--- src/rtl/systolic_pkg.sv ---
// Shared types and helpers for the systolic skew/deskew buffer.
// Lane delay mapping, drain-counter width and the drain FSM state encoding.
package systolic_pkg;

    typedef enum logic [1:0] {
        IDLE   = 2'd0,
        STREAM = 2'd1,
        DRAIN  = 2'd2
    } skew_state_t;

    localparam int DEF_ROWS  = 16;
    localparam int DEF_CNT_W = $clog2(DEF_ROWS);

    // Skew puts lane 0 first; deskew reverses the diagonal so lane ROWS-1 is first.
    function automatic int lane_delay(input int r, input int rows, input bit deskew);
        return deskew ? (rows - 1 - r) : r;
    endfunction

    function automatic int cnt_width(input int rows);
        return $clog2(rows);
    endfunction

endpackage

--- src/rtl/skew_lane.sv ---
// One lane of the skew buffer: a DEPTH-stage delay line of {data, valid, last}.
// DEPTH = 0 degenerates to a combinational passthrough of the accepted beat.
module skew_lane
    import systolic_pkg::*;
#(
    parameter int WIDTH = 8,
    parameter int DEPTH = 1
) (
    input  logic             CLK,
    input  logic             ASYNC_RST,
    input  logic             clr_i,
    input  logic             adv_i,
    input  logic             acc_i,
    input  logic [WIDTH-1:0] data_i,
    input  logic             last_i,
    output logic [WIDTH-1:0] data_o,
    output logic             valid_o,
    output logic             last_o
);

    if (DEPTH == 0) begin : g_pass
        // Clock/reset/advance are irrelevant here; acc already folds them in.
        logic unused;
        assign unused  = ^{CLK, ASYNC_RST, clr_i, adv_i};
        assign data_o  = acc_i ? data_i : '0;
        assign valid_o = acc_i;
        assign last_o  = acc_i & last_i;
    end else begin : g_line
        logic [DEPTH-1:0][WIDTH-1:0] data_q, data_d;
        logic [DEPTH-1:0]            vld_q, vld_d;
        logic [DEPTH-1:0]            last_q, last_d;

        always_comb begin
            data_d = data_q;
            vld_d  = vld_q;
            last_d = last_q;
            if (adv_i) begin
                // Non-accepted cycles inject a zero bubble so the PEs add nothing.
                data_d[0] = acc_i ? data_i : '0;
                vld_d[0]  = acc_i;
                last_d[0] = acc_i & last_i;
                for (int s = 1; s < DEPTH; s++) begin
                    data_d[s] = data_q[s-1];
                    vld_d[s]  = vld_q[s-1];
                    last_d[s] = last_q[s-1];
                end
            end
        end

        always_ff @(posedge CLK or negedge ASYNC_RST) begin
            if (!ASYNC_RST) begin
                data_q <= '0;
                vld_q  <= '0;
                last_q <= '0;
            end else if (clr_i) begin
                data_q <= '0;
                vld_q  <= '0;
                last_q <= '0;
            end else begin
                data_q <= data_d;
                vld_q  <= vld_d;
                last_q <= last_d;
            end
        end

        // Outputs read zero for the whole cycle a synchronous clear is applied.
        assign data_o  = clr_i ? '0 : data_q[DEPTH-1];
        assign valid_o = ~clr_i & vld_q[DEPTH-1];
        assign last_o  = ~clr_i & last_q[DEPTH-1];
    end

endmodule

--- src/rtl/systolic_skew_buffer.sv ---
// Diagonal alignment buffer for the systolic array: per-lane delay lines plus
// a drain FSM that closes the input while a tile flushes and pulses DONE.
module systolic_skew_buffer
    import systolic_pkg::*;
#(
    parameter int WIDTH  = 8,
    parameter int ROWS   = 16,
    parameter bit DESKEW = 1'b0
) (
    input  logic                       CLK,
    input  logic                       ASYNC_RST,
    input  logic                       SYNC_RST,
    input  logic                       STALL,
    input  logic                       IN_VALID,
    input  logic                       IN_LAST,
    output logic                       IN_READY,
    input  logic [0:ROWS-1][WIDTH-1:0] IN_DATA,
    output logic [0:ROWS-1][WIDTH-1:0] OUT_DATA,
    output logic [0:ROWS-1]            OUT_VALID,
    output logic [0:ROWS-1]            OUT_LAST,
    output logic                       BUSY,
    output logic                       DONE
);

    localparam int CNT_W = cnt_width(ROWS);

    skew_state_t      state_q, state_d;
    logic [CNT_W-1:0] cnt_q, cnt_d;
    logic             adv, acc;

    assign adv      = ~STALL;
    assign IN_READY = ASYNC_RST & ~SYNC_RST & ~STALL & (state_q != DRAIN);
    assign acc      = IN_VALID & IN_READY;

    always_comb begin
        state_d = state_q;
        cnt_d   = cnt_q;
        case (state_q)
            IDLE, STREAM: begin
                if (acc) begin
                    if (IN_LAST) begin
                        // ROWS-1 closed cycles: ROWS-2 down to 0 inclusive.
                        state_d = DRAIN;
                        cnt_d   = CNT_W'(ROWS - 2);
                    end else begin
                        state_d = STREAM;
                    end
                end
            end
            DRAIN: begin
                if (adv) begin
                    if (cnt_q == '0) state_d = IDLE;
                    else             cnt_d   = cnt_q - 1'b1;
                end
            end
            default: state_d = IDLE;
        endcase
    end

    always_ff @(posedge CLK or negedge ASYNC_RST) begin
        if (!ASYNC_RST) begin
            state_q <= IDLE;
            cnt_q   <= '0;
        end else if (SYNC_RST) begin
            state_q <= IDLE;
            cnt_q   <= '0;
        end else if (adv) begin
            state_q <= state_d;
            cnt_q   <= cnt_d;
        end
    end

    assign DONE = (state_q == DRAIN) & (cnt_q == '0) & adv & ~SYNC_RST;
    assign BUSY = (state_q != IDLE) & ~SYNC_RST;

    for (genvar r = 0; r < ROWS; r++) begin : g_lane
        localparam int DLY = lane_delay(r, ROWS, DESKEW);
        skew_lane #(
            .WIDTH (WIDTH),
            .DEPTH (DLY)
        ) u_lane (
            .CLK       (CLK),
            .ASYNC_RST (ASYNC_RST),
            .clr_i     (SYNC_RST),
            .adv_i     (adv),
            .acc_i     (acc),
            .data_i    (IN_DATA[r]),
            .last_i    (IN_LAST),
            .data_o    (OUT_DATA[r]),
            .valid_o   (OUT_VALID[r]),
            .last_o    (OUT_LAST[r])
        );
    end

endmodule

--- config.mk ---
export PLATFORM = sky130hd
export DESIGN_NAME = systolic_skew_buffer
export DESIGN_NICKNAME = d
export VERILOG_FILES = /design/src/rtl/systolic_pkg.sv /design/src/rtl/skew_lane.sv /design/src/rtl/systolic_skew_buffer.sv
export SDC_FILE = /design/constraint.sdc
export NUM_CORES = 1
export LEC_CHECK = 0
export CAP_MARGIN = 20
export CORE_MARGIN = 2
export CORE_UTILIZATION = 35
export CTS_BUF_LIST = sky130_fd_sc_hd__clkbuf_4 sky130_fd_sc_hd__clkbuf_8
export DETAILED_ROUTE_END_ITERATION = 10
export DONT_BUFFER_PORTS = 1
export GPL_TIMING_DRIVEN = 0
export PLACE_DENSITY_LB_ADDON = 0.05
export SLEW_MARGIN = 15
export SYNTH_ARGS = -nofsm -noshare
export SYNTH_HDL_FRONTEND = slang
export SYNTH_SLANG_ARGS = --single-unit
--- constraint.sdc ---
create_clock -name CLK -period 2.4 [get_ports CLK]
set_clock_uncertainty 0.2 [all_clocks]
set_input_delay 0.24 -clock CLK [delete_from_list [all_inputs] [get_ports CLK]]
set_output_delay 0.24 -clock CLK [all_outputs]
set_load 0.01 [all_outputs]
## Yosys cells after proc, flatten, opt, wreduce, memory -nomap -nowiden

Cells that the tools add are included.

- Register bits: 1206
- Latch bits: 0
- RAM bits: 0
- Bits in read-only memories: 0
- Bits of input ports: 134
- Output and inout port bits: 163
- Memories kept: 0

- Add/sub/neg operators: 1
- Multipliers: 0
- Divide/modulo/power cells: 0
- Order comparisons: 0
- Eq/ne operators: 8
- Shift operators: 0
- Muxes and demuxes: 133
- Bitwise operators: 41
- Reductions and logical operators: 7

Operators by type and width:

| operator | count |
|---|---|
| $mux W8 | 37 |
| $mux W120 | 2 |
| $mux W112 | 2 |
| $mux W104 | 2 |
| $mux W96 | 2 |
| $mux W88 | 2 |
| $mux W80 | 2 |
| $mux W72 | 2 |
| $mux W64 | 2 |
| $mux W56 | 2 |
| $mux W48 | 2 |
| $mux W40 | 2 |
| $mux W32 | 2 |
| $mux W15 | 4 |
| $mux W14 | 4 |
| $mux W13 | 4 |
| $mux W12 | 4 |
| $mux W24 | 2 |
| $mux W11 | 4 |
| $mux W10 | 4 |
| $and A1 B1 Y1 | 39 |
| $mux W4 | 9 |
| $mux W9 | 4 |
| $mux W16 | 2 |
| 22 further kinds | 49 |

## Logic depth before layout (Yosys ltp)

Gate-level depths: netlist of the first run.

- Word-level depth: 9
- Gate-level depth with buffers: 6
- Mapped depth without buffers: 6

## Modules after synthesis

Synthesis of the first run repeated with hierarchy kept, for this count alone.

- Cell total of the unflattened synthesis: 4253
- Area, all modules: 50747.4 sq um

Modules (own cells, without submodules):

| module | instances | cells each | area each (sq um) |
|---|---|---|---|
| skew_lane at g_lane[15].u_lane | 1 | 506 | 6173.4 |
| skew_lane at g_lane[14].u_lane | 1 | 474 | 5856.9 |
| skew_lane at g_lane[13].u_lane | 1 | 442 | 5455.2 |
| skew_lane at g_lane[12].u_lane | 1 | 408 | 4936.0 |
| skew_lane at g_lane[11].u_lane | 1 | 376 | 4579.4 |
| skew_lane at g_lane[10].u_lane | 1 | 344 | 4108.9 |
| skew_lane at g_lane[9].u_lane | 1 | 312 | 3709.8 |
| skew_lane at g_lane[8].u_lane | 1 | 280 | 3310.7 |
| skew_lane at g_lane[7].u_lane | 1 | 248 | 2911.5 |
| skew_lane at g_lane[6].u_lane | 1 | 216 | 2542.4 |
| skew_lane at g_lane[5].u_lane | 1 | 184 | 2139.6 |
| skew_lane at g_lane[4].u_lane | 1 | 152 | 1737.9 |
| skew_lane at g_lane[3].u_lane | 1 | 118 | 1298.7 |
| skew_lane at g_lane[2].u_lane | 1 | 84 | 982.2 |
| 3 more rows | -- | -- | -- |

## Least setup slack after synthesis of the first run

No wires, ideal clock.

- Kind: register to register
- Start point: reg cnt_q[0]
- End point: reg cnt_q[0]
- Library setup time: 0.125 ns
- Arrival time: 1.514 ns
- Required time: 2.075 ns
- Path slack: 0.561 ns
- Stages on the path, launching flop included: 7
- Buffers on the path: 0
- Clock period less this slack: 1.839 ns
- Cell sequence: dfrtp_1 -> inv_1 -> ha_1 -> nor3b_1 -> nand3b_1 -> o211ai_1 -> mux2_2

- Cells in the longest elaborated chain, start to end: 5

Ends and longest elaborated chain:

| what | line | source |
|---|---|---|
| start: declaration | systolic_skew_buffer.sv:28 | `logic [CNT_W-1:0] cnt_q, cnt_d;` |
| start signal: assignment | systolic_skew_buffer.sv:69 | `cnt_q <= cnt_d;` |
| $sub A4 B1 Y4 | systolic_skew_buffer.sv:53 | `else cnt_d = cnt_q - 1'b1;` |
| $mux W4 | systolic_skew_buffer.sv:52 | `if (cnt_q == '0) state_d = IDLE;` |
| $pmux W4 S2 | systolic_skew_buffer.sv:38 | `case (state_q)` |
| $mux W4 | systolic_skew_buffer.sv:67 | `end else if (adv) begin` |
| $mux W4 | systolic_skew_buffer.sv:64 | `end else if (SYNC_RST) begin` |

Parallel ways exist; a longest one is shown, timed or not. The select of a mux whose other input is x is not followed.
A chain may end at the register's enable or synchronous reset.

## Worst setup path in the final report of the first run

- Start point: reg state_q[1]
- End point: out OUT_LAST[0] (netlist name)

- Cells in the longest elaborated chain, start to end: 4

Ends and longest elaborated chain:

| what | line | source |
|---|---|---|
| start: declaration | systolic_skew_buffer.sv:27 | `skew_state_t state_q, state_d;` |
| start signal: assignment | systolic_skew_buffer.sv:68 | `state_q <= state_d;` |
| $ne A2 B2 Y1 | systolic_skew_buffer.sv:32 | `assign IN_READY = ASYNC_RST & ~SYNC_RST & ~STALL & (state_q != DRAIN);` |
| $and A1 B1 Y1 | systolic_skew_buffer.sv:32 |  |
| $and A1 B1 Y1 | systolic_skew_buffer.sv:33 | `assign acc = IN_VALID & IN_READY;` |
| $and A1 B1 Y1 | skew_lane.sv:27 | `assign last_o = acc_i & last_i;` |
| end: declaration | systolic_skew_buffer.sv:20 | `output logic [0:ROWS-1] OUT_LAST,` |

Every way passes these cells.

==> results of run 1 <==
## cells in the final DEF (no fill, tap or decap), types with 6 or more instances in the layout
cell type        n
buf_16           6
a22o_1         120
and2_4           9
buf_2          188
clkbuf_4        62
nor2_1         845
mux2i_1        840
nor2b_1        144
dlygate4sd3_1  263
buf_4           65
clkbuf_8       216
mux2_2          33
dfrtp_1        995
clkinv_2        13
clkbuf_1        16
## sequential cells by signal (all words and copies together) (netlist names)
signal                       count
state_q                          2
cnt_q                            4
g_lane.u_lane.g_line.last_q     15
g_lane.u_lane.g_line.vld_q      15
g_lane.u_lane.g_line.data_q    960
## kinds of logic (layout without fill, tap and decap cells)
group	Yosys count	count (layout)	share of synthesized area
XOR/XNOR	2	2	0.000432
AND/OR/NAND/NOR	1020	1020	0.106
other	0	5	0
AO/OA/AOI/OAI	130	130	0.0273
adder cells (fa/ha/maj)	1	1	0.000308
multiplexers	873	873	0.216
buffers and inverters	270	853	0.0358
flip-flops	996	996	0.614
## report_power, final
part           internal (mW)  switching [mW]  leakage (nW)  total, mW
registers               16.9          0.0705          13.9       17.0
logic                  0.822            1.30          9.54       2.12
clock network           8.99            6.94          1.91       15.9
total                   26.7            8.31          25.3       35.0
## metrics by stage
| step | power (mW) | util |
|---|---|---|
| finish | 35.0 | 0.428 |
| global route | 36.6 | 0.428 |
| CTS | 35.4 | 0.426 |
| detailed placement | 18.7 | 0.370 |
| global placement | 18.7 | 0.370 |
| floorplan | 18.3 | - |
## metal layers
layer | routed length (µm) | up-vias | share of wire
li1 | - | 12000 | -
met1 | 45900 | 12900 | 0.46
met2 | 48800 | 389 | 0.49
met3 | 3350 | 181 | 0.033
met4 | 2360 | 0 | 0.024
met5 | 0 | - | 0
## what timing repair did
item / in CTS / in global routing
pin swaps: 5 / 3
cloned: 0 / 0
setup endpoints to repair: 48 / 24
hold endpoints to repair: 1152 / 551
setup buffers: 12 / 2
hold buffers: 259 / 4
resized for setup: 28 / 7
## cell type report
class,instances,area [µm²],area share
antenna,5,12.5,0.000255
timing repair buffer,283,2910,0.0592
tap,1512,1890,0.0386
clock buffer,277,3420,0.0698
buffer,268,1480,0.0301
sequential,996,24900,0.508
clock inverter,23,151,0.00309
multi-input combinational,2026,14300,0.291
inverter,2,7.51,0.000153
## how the worst max path moves through the flow
stage / startpoint / end / depth (start not counted)
2_1_floorplan: cnt_q[0]$_DFFE_PN0P_ / cnt_q[0]$_DFFE_PN0P_ / 6
3_3_place_gp: SYNC_RST / OUT_DATA[11] / 4
3_5_place_dp: SYNC_RST / OUT_DATA[11] / 4
4_1_cts: state_q[1]$_DFFE_PN0P_ / OUT_LAST[0] / 6
5_1_grt: state_q[1]$_DFFE_PN0P_ / OUT_LAST[0] / 6
6_report: state_q[1]$_DFFE_PN0P_ / OUT_LAST[0] / 6
## worst register-to-register path, delay by kind of cell, from the launching register on
family                 cells  cell delay [ps]
DFF                        1              380
and+or+nand+nor            2              320
AOI/OAI and AO/OA          1              240
buffers and inverters      4             1040
==> results.json, run 1 <==
{
  "end_kind": "primary output",
  "grt_pass1_wl_mm": 159,
  "regToRegEndpoint": "g_lane[14].u_lane.g_line.data_q[4]$_DFFE_PN0P_",
  "start_util": 0.354,
  "busiest_layer": "met2",
  "crit_path_top_delay_cell": "dfrtp_2",
  "pwr_density_cell_mw_per_mm2": 714,
  "synth.net_count": 3427,
  "dp.cells": 4804,
  "grtUsageTotal": 0.172,
  "clock_latency_ps": 840,
  "crit_buf_inv": 3,
  "antenna_found_initial": 6,
  "cpPeakStageDelay_ps": 410,
  "first_pass_iters": 5,
  "tns_ps": -1220,
  "die_x_um": 345,
  "netlist_area_mm2": 0.0406,
  "synth_top_cells_by_count": "dfrtp_1, nor2_1, mux2i_1",
  "vias": 25400,
  "place_ws_ps": -270,
  "drt-wirelength-per-cell_um": 18.6,
  "hold_viol": 577,
  "nNetsFinal": 3889,
  "crit_chain": "and2b_4, nor4_4, buf_6, buf_12, and2_4, buf_6",
  "yosysWarnings": 0,
  "grt_max_degree": 999,
  "cts_tree": "done",
  "p_leak_nw": 25.3,
  "netlist.area_leader.share": 0.614,
  "cts_buffers": 177,
  "async_flop_share": 1.00,
  "drt_iter0_markers": 1279,
  "cts.path.max_buffers": 3,
  "synth_edf_count": 0,
  "num-fill-cells": 10800,
  "gr-usage-met3": 0.0321,
  "worst-setup-path-type": "reg -> out",
  "root_buffer": "clkbuf_8",
  "ys_seq_area_frac": 0.614,
  "synthFlopType": "dfrtp_1",
  "worst_slew_pin_slew_ps": 1020,
  "synth_area_leader_cell": "dfrtp_1",
  "rrSetupSlack_ps": 90,
  "slew_violations": 0,
  "dieArea_mm2": 0.119,
  "timing.final.ws_setup_ps": -151,
  "area_delta_synth_final_pct": 20.9,
  "whs_ps": -1110,
  "setup_viol": 11,
  "grt-ovfl-total": 0,
  "path_clk_slew_ps": 60,
  "ys_types": 29,
  "placed_area_mm2": 0.0425,
  "dieHeight_um": 345,
  "violations": "hold timing, setup timing",
  "rsz0062_at_grt": "true",
  "cp-start-kind": "flip-flop",
  "final_cell_area_mm2": 0.0491,
  "ir_drop_mv": 0.464,
  "worstPathRequired_ps": 1960,
  "grtUsageMet2": 0.284,
  "cts_htree_levels": 4,
  "max_freq_mhz": 392,
  "core_mm2": 0.115,
  "ioPinCount": 297,
  "arrival_ps": 2110,
  "port_buffers": 0,
  "rows": 124,
  "synth.most_common_cell": "dfrtp_1",
  "r2r_start": "state_q[0]$_DFFE_PN0P_",
  "gp_congestion": 0.762,
  "instances_no_fill": 5392,
  "wl_mm": 100,
  "status": "finished, violations left",
  "syn_inst": 3292,
  "maxSlewHeadroom": 0.321,
  "fin_crit_sh": 1.06,
  "place.detailed.hpwl_mm": 65.8,
  "use_met1": 0.229,
  "fin_crit_ps": 2550,
  "cp_max_fo": 4,
  "drc": 0,
  "grt_pass1_vias": 27100,
  "viasPerCell": 4.71,
  "final_antenna_net_count": 0,
  "crit_family": "simple AND/OR/NAND/NOR gates",
  "critPathMostFrequentCell": "buf_6",
  "r2r_cells": 7,
  "synthTopCellsByArea": "dfrtp_1, mux2i_1, nor2_1, a22o_1, buf_2",
  "ys_ff_latch": 996,
  "numClockSinks": 996,
  "drv_cap": 0,
  "avgSynthCellArea_um2": 12.3,
  "hp-class": "in -> async",
  "drive_gt1_frac": 0.160
}
(Power assumes the default switching activity.)
==> inputs of run 2 (changes only) <==
--- a/config.mk
+++ b/config.mk
@@ -7,7 +7,7 @@
 export LEC_CHECK = 0
 export CAP_MARGIN = 20
 export CORE_MARGIN = 2
-export CORE_UTILIZATION = 35
+export CORE_UTILIZATION = 40
 export CTS_BUF_LIST = sky130_fd_sc_hd__clkbuf_4 sky130_fd_sc_hd__clkbuf_8
 export DETAILED_ROUTE_END_ITERATION = 10
 export DONT_BUFFER_PORTS = 1
==> run 2 against run 1 <==
Compared with the run above: the flow still finishes with violations (hold timing, setup timing); die area is 12% lower; total power is 0.72% lower; core utilization is 5.8 points higher; sequential share of layout area is 0.31 points higher; cell count is 3.2% lower; critical endpoint is now IN_READY; largest cell class unchanged.
==> results.json, run 2 (synthesized netlist as in run 1, its figures left out) <==
{
  "timing.final.ws_setup_ps": -153,
  "dp.cells": 4649,
  "area_delta_synth_final_pct": 20.2,
  "first_pass_iters": 5,
  "cp-start-kind": "flip-flop",
  "core_mm2": 0.100,
  "root_buffer": "clkbuf_8",
  "pwr_density_cell_mw_per_mm2": 713,
  "ctsHoldBuffers": 256,
  "cts_buffers": 173,
  "vias": 25400,
  "worst_slew_pin_slew_ps": 1020,
  "rsz0062_at_grt": "true",
  "final_antenna_net_count": 0,
  "hp-class": "in -> async",
  "maxSlewHeadroom": 0.318,
  "dieArea_mm2": 0.104,
  "place_ws_ps": -279,
  "numClockSinks": 996,
  "clock_latency_ps": 830,
  "wl_mm": 97.9,
  "hold_viol": 217,
  "whs_ps": -1080,
  "drt-wirelength-per-cell_um": 18.7,
  "cts_tree": "done",
  "ir_drop_mv": 0.385,
  "drv_cap": 0,
  "grt-ovfl-total": 0,
  "ioPinCount": 297,
  "num-fill-cells": 8945,
  "drt_iter0_markers": 1072,
  "layout_common_cells": "dfrtp_1, nor2_1, mux2i_1",
  "cts_htree_levels": 4,
  "arrival_ps": 2110,
  "end_kind": "primary output",
  "cp_max_fo": 3,
  "drc": 0,
  "setup_viol": 12,
  "place.detailed.hpwl_mm": 63.4,
  "fin_crit_ps": 2550,
  "p_leak_nw": 25.3,
  "tns_ps": -1240,
  "slew_violations": 0,
  "die_x_um": 323,
  "reg_top3": "g_lane.u_lane.g_line.data_q (960), g_lane.u_lane.g_line.last_q (15), g_lane.u_lane.g_line.vld_q (15)",
  "instances_no_fill": 5222,
  "worstPathRequired_ps": 1960,
  "grt_pass1_vias": 27300,
  "gp_congestion": 0.765,
  "viasPerCell": 4.86,
  "grt_max_degree": 999,
  "largest_register_ffs": 960,
  "path_clk_slew_ps": 60,
  "max_freq_mhz": 392,
  "layout_commonest_cell": "dfrtp_1",
  "nNetsFinal": 3879,
  "top_register": "g_lane.u_lane.g_line.data_q",
  "violations": "hold timing, setup timing",
  "status": "finished, violations left",
  "antenna_found_initial": 6,
  "grt_pass1_wl_mm": 156,
  "drive_gt1_frac": 0.158,
  "worst-setup-path-type": "reg -> out",
  "start_util": 0.405,
  "rows": 116,
  "total_power_mw": 34.8,
  "grtUsageTotal": 0.192,
  "fin_crit_sh": 1.06,
  "cts.path.max_buffers": 3,
  "dieHeight_um": 323,
  "port_buffers": 0
}
-- run 2: path summary, 6_finish.rpt --
check	to	slack, ps	from	depth (start not counted)
min in group CLK	g_lane[13].u_lane.g_line.last_q[8]$_DFFE_PN0P_	60	SYNC_RST	4
hold reg to reg	g_lane[9].u_lane.g_line.data_q[5]$_DFFE_PN0P_	300	g_lane[9].u_lane.g_line.data_q[5]$_DFFE_PN0P_	1
hold / removal	g_lane[7].u_lane.g_line.data_q[51]$_DFFE_PN0P_	-1080	ASYNC_RST	0
setup / recovery	IN_READY	-150	state_q[1]$_DFFE_PN0P_	2
max in group asynchronous	g_lane[12].u_lane.g_line.data_q[43]$_DFFE_PN0P_	610	ASYNC_RST	4
setup reg to reg	g_lane[14].u_lane.g_line.data_q[6]$_DFFE_PN0P_	70	state_q[0]$_DFFE_PN0P_	7
-- run 2: stage by stage --
stage | area [µm²] | utilization
CTS | 48500 | 0.484
finish | 48800 | 0.486
detailed placement | 42300 | 0.422
floorplan | 40600 | -
global route | 48800 | 0.486
global placement | 42300 | 0.422
-- run 2: repair_timing --
item,CTS,global route
pin swaps,5,4
gates resized for setup,27,8
setup endpoints to repair,38,191
hold endpoints to repair,1152,177
cloned,0,2
buffers inserted,12,1
-- run 2: layout make-up --
type | instances | area (µm²) | share of cell area
Clock inverter | 13 | 80.1 | 0.00164
Tap cell | 1357 | 1700 | 0.0348
Buffer | 268 | 1490 | 0.0305
Antenna cell | 6 | 15.0 | 0.000308
Inverter | 2 | 7.51 | 0.000154
Multi-Input combinational cell | 2026 | 14300 | 0.292
Sequential cell | 996 | 24900 | 0.511
Clock buffer | 277 | 3420 | 0.0702
Timing Repair Buffer | 277 | 2880 | 0.0591
-- run 2: worst max-delay path, stage by stage, from the launching register on --
cell	delay, ps
dfrtp_2	410
and2b_4	180
nor4b_1	700
-- run 2: power by group --
| group | internal [mW] | total [mW] | switching, mW |
|---|---|---|---|
| clock network | 8.93 | 15.7 | 6.73 |
| registers | 16.9 | 17.0 | 0.0710 |
| logic | 0.828 | 2.15 | 1.32 |
-- run 2: per-layer routing --
layer	up-vias	track usage	routed length (µm)
li1	12000	-	-
met1	12800	0.255	44400
met2	434	0.314	46800
met3	184	0.0388	4020
met4	0	0.0696	2640
met5	-	0	0
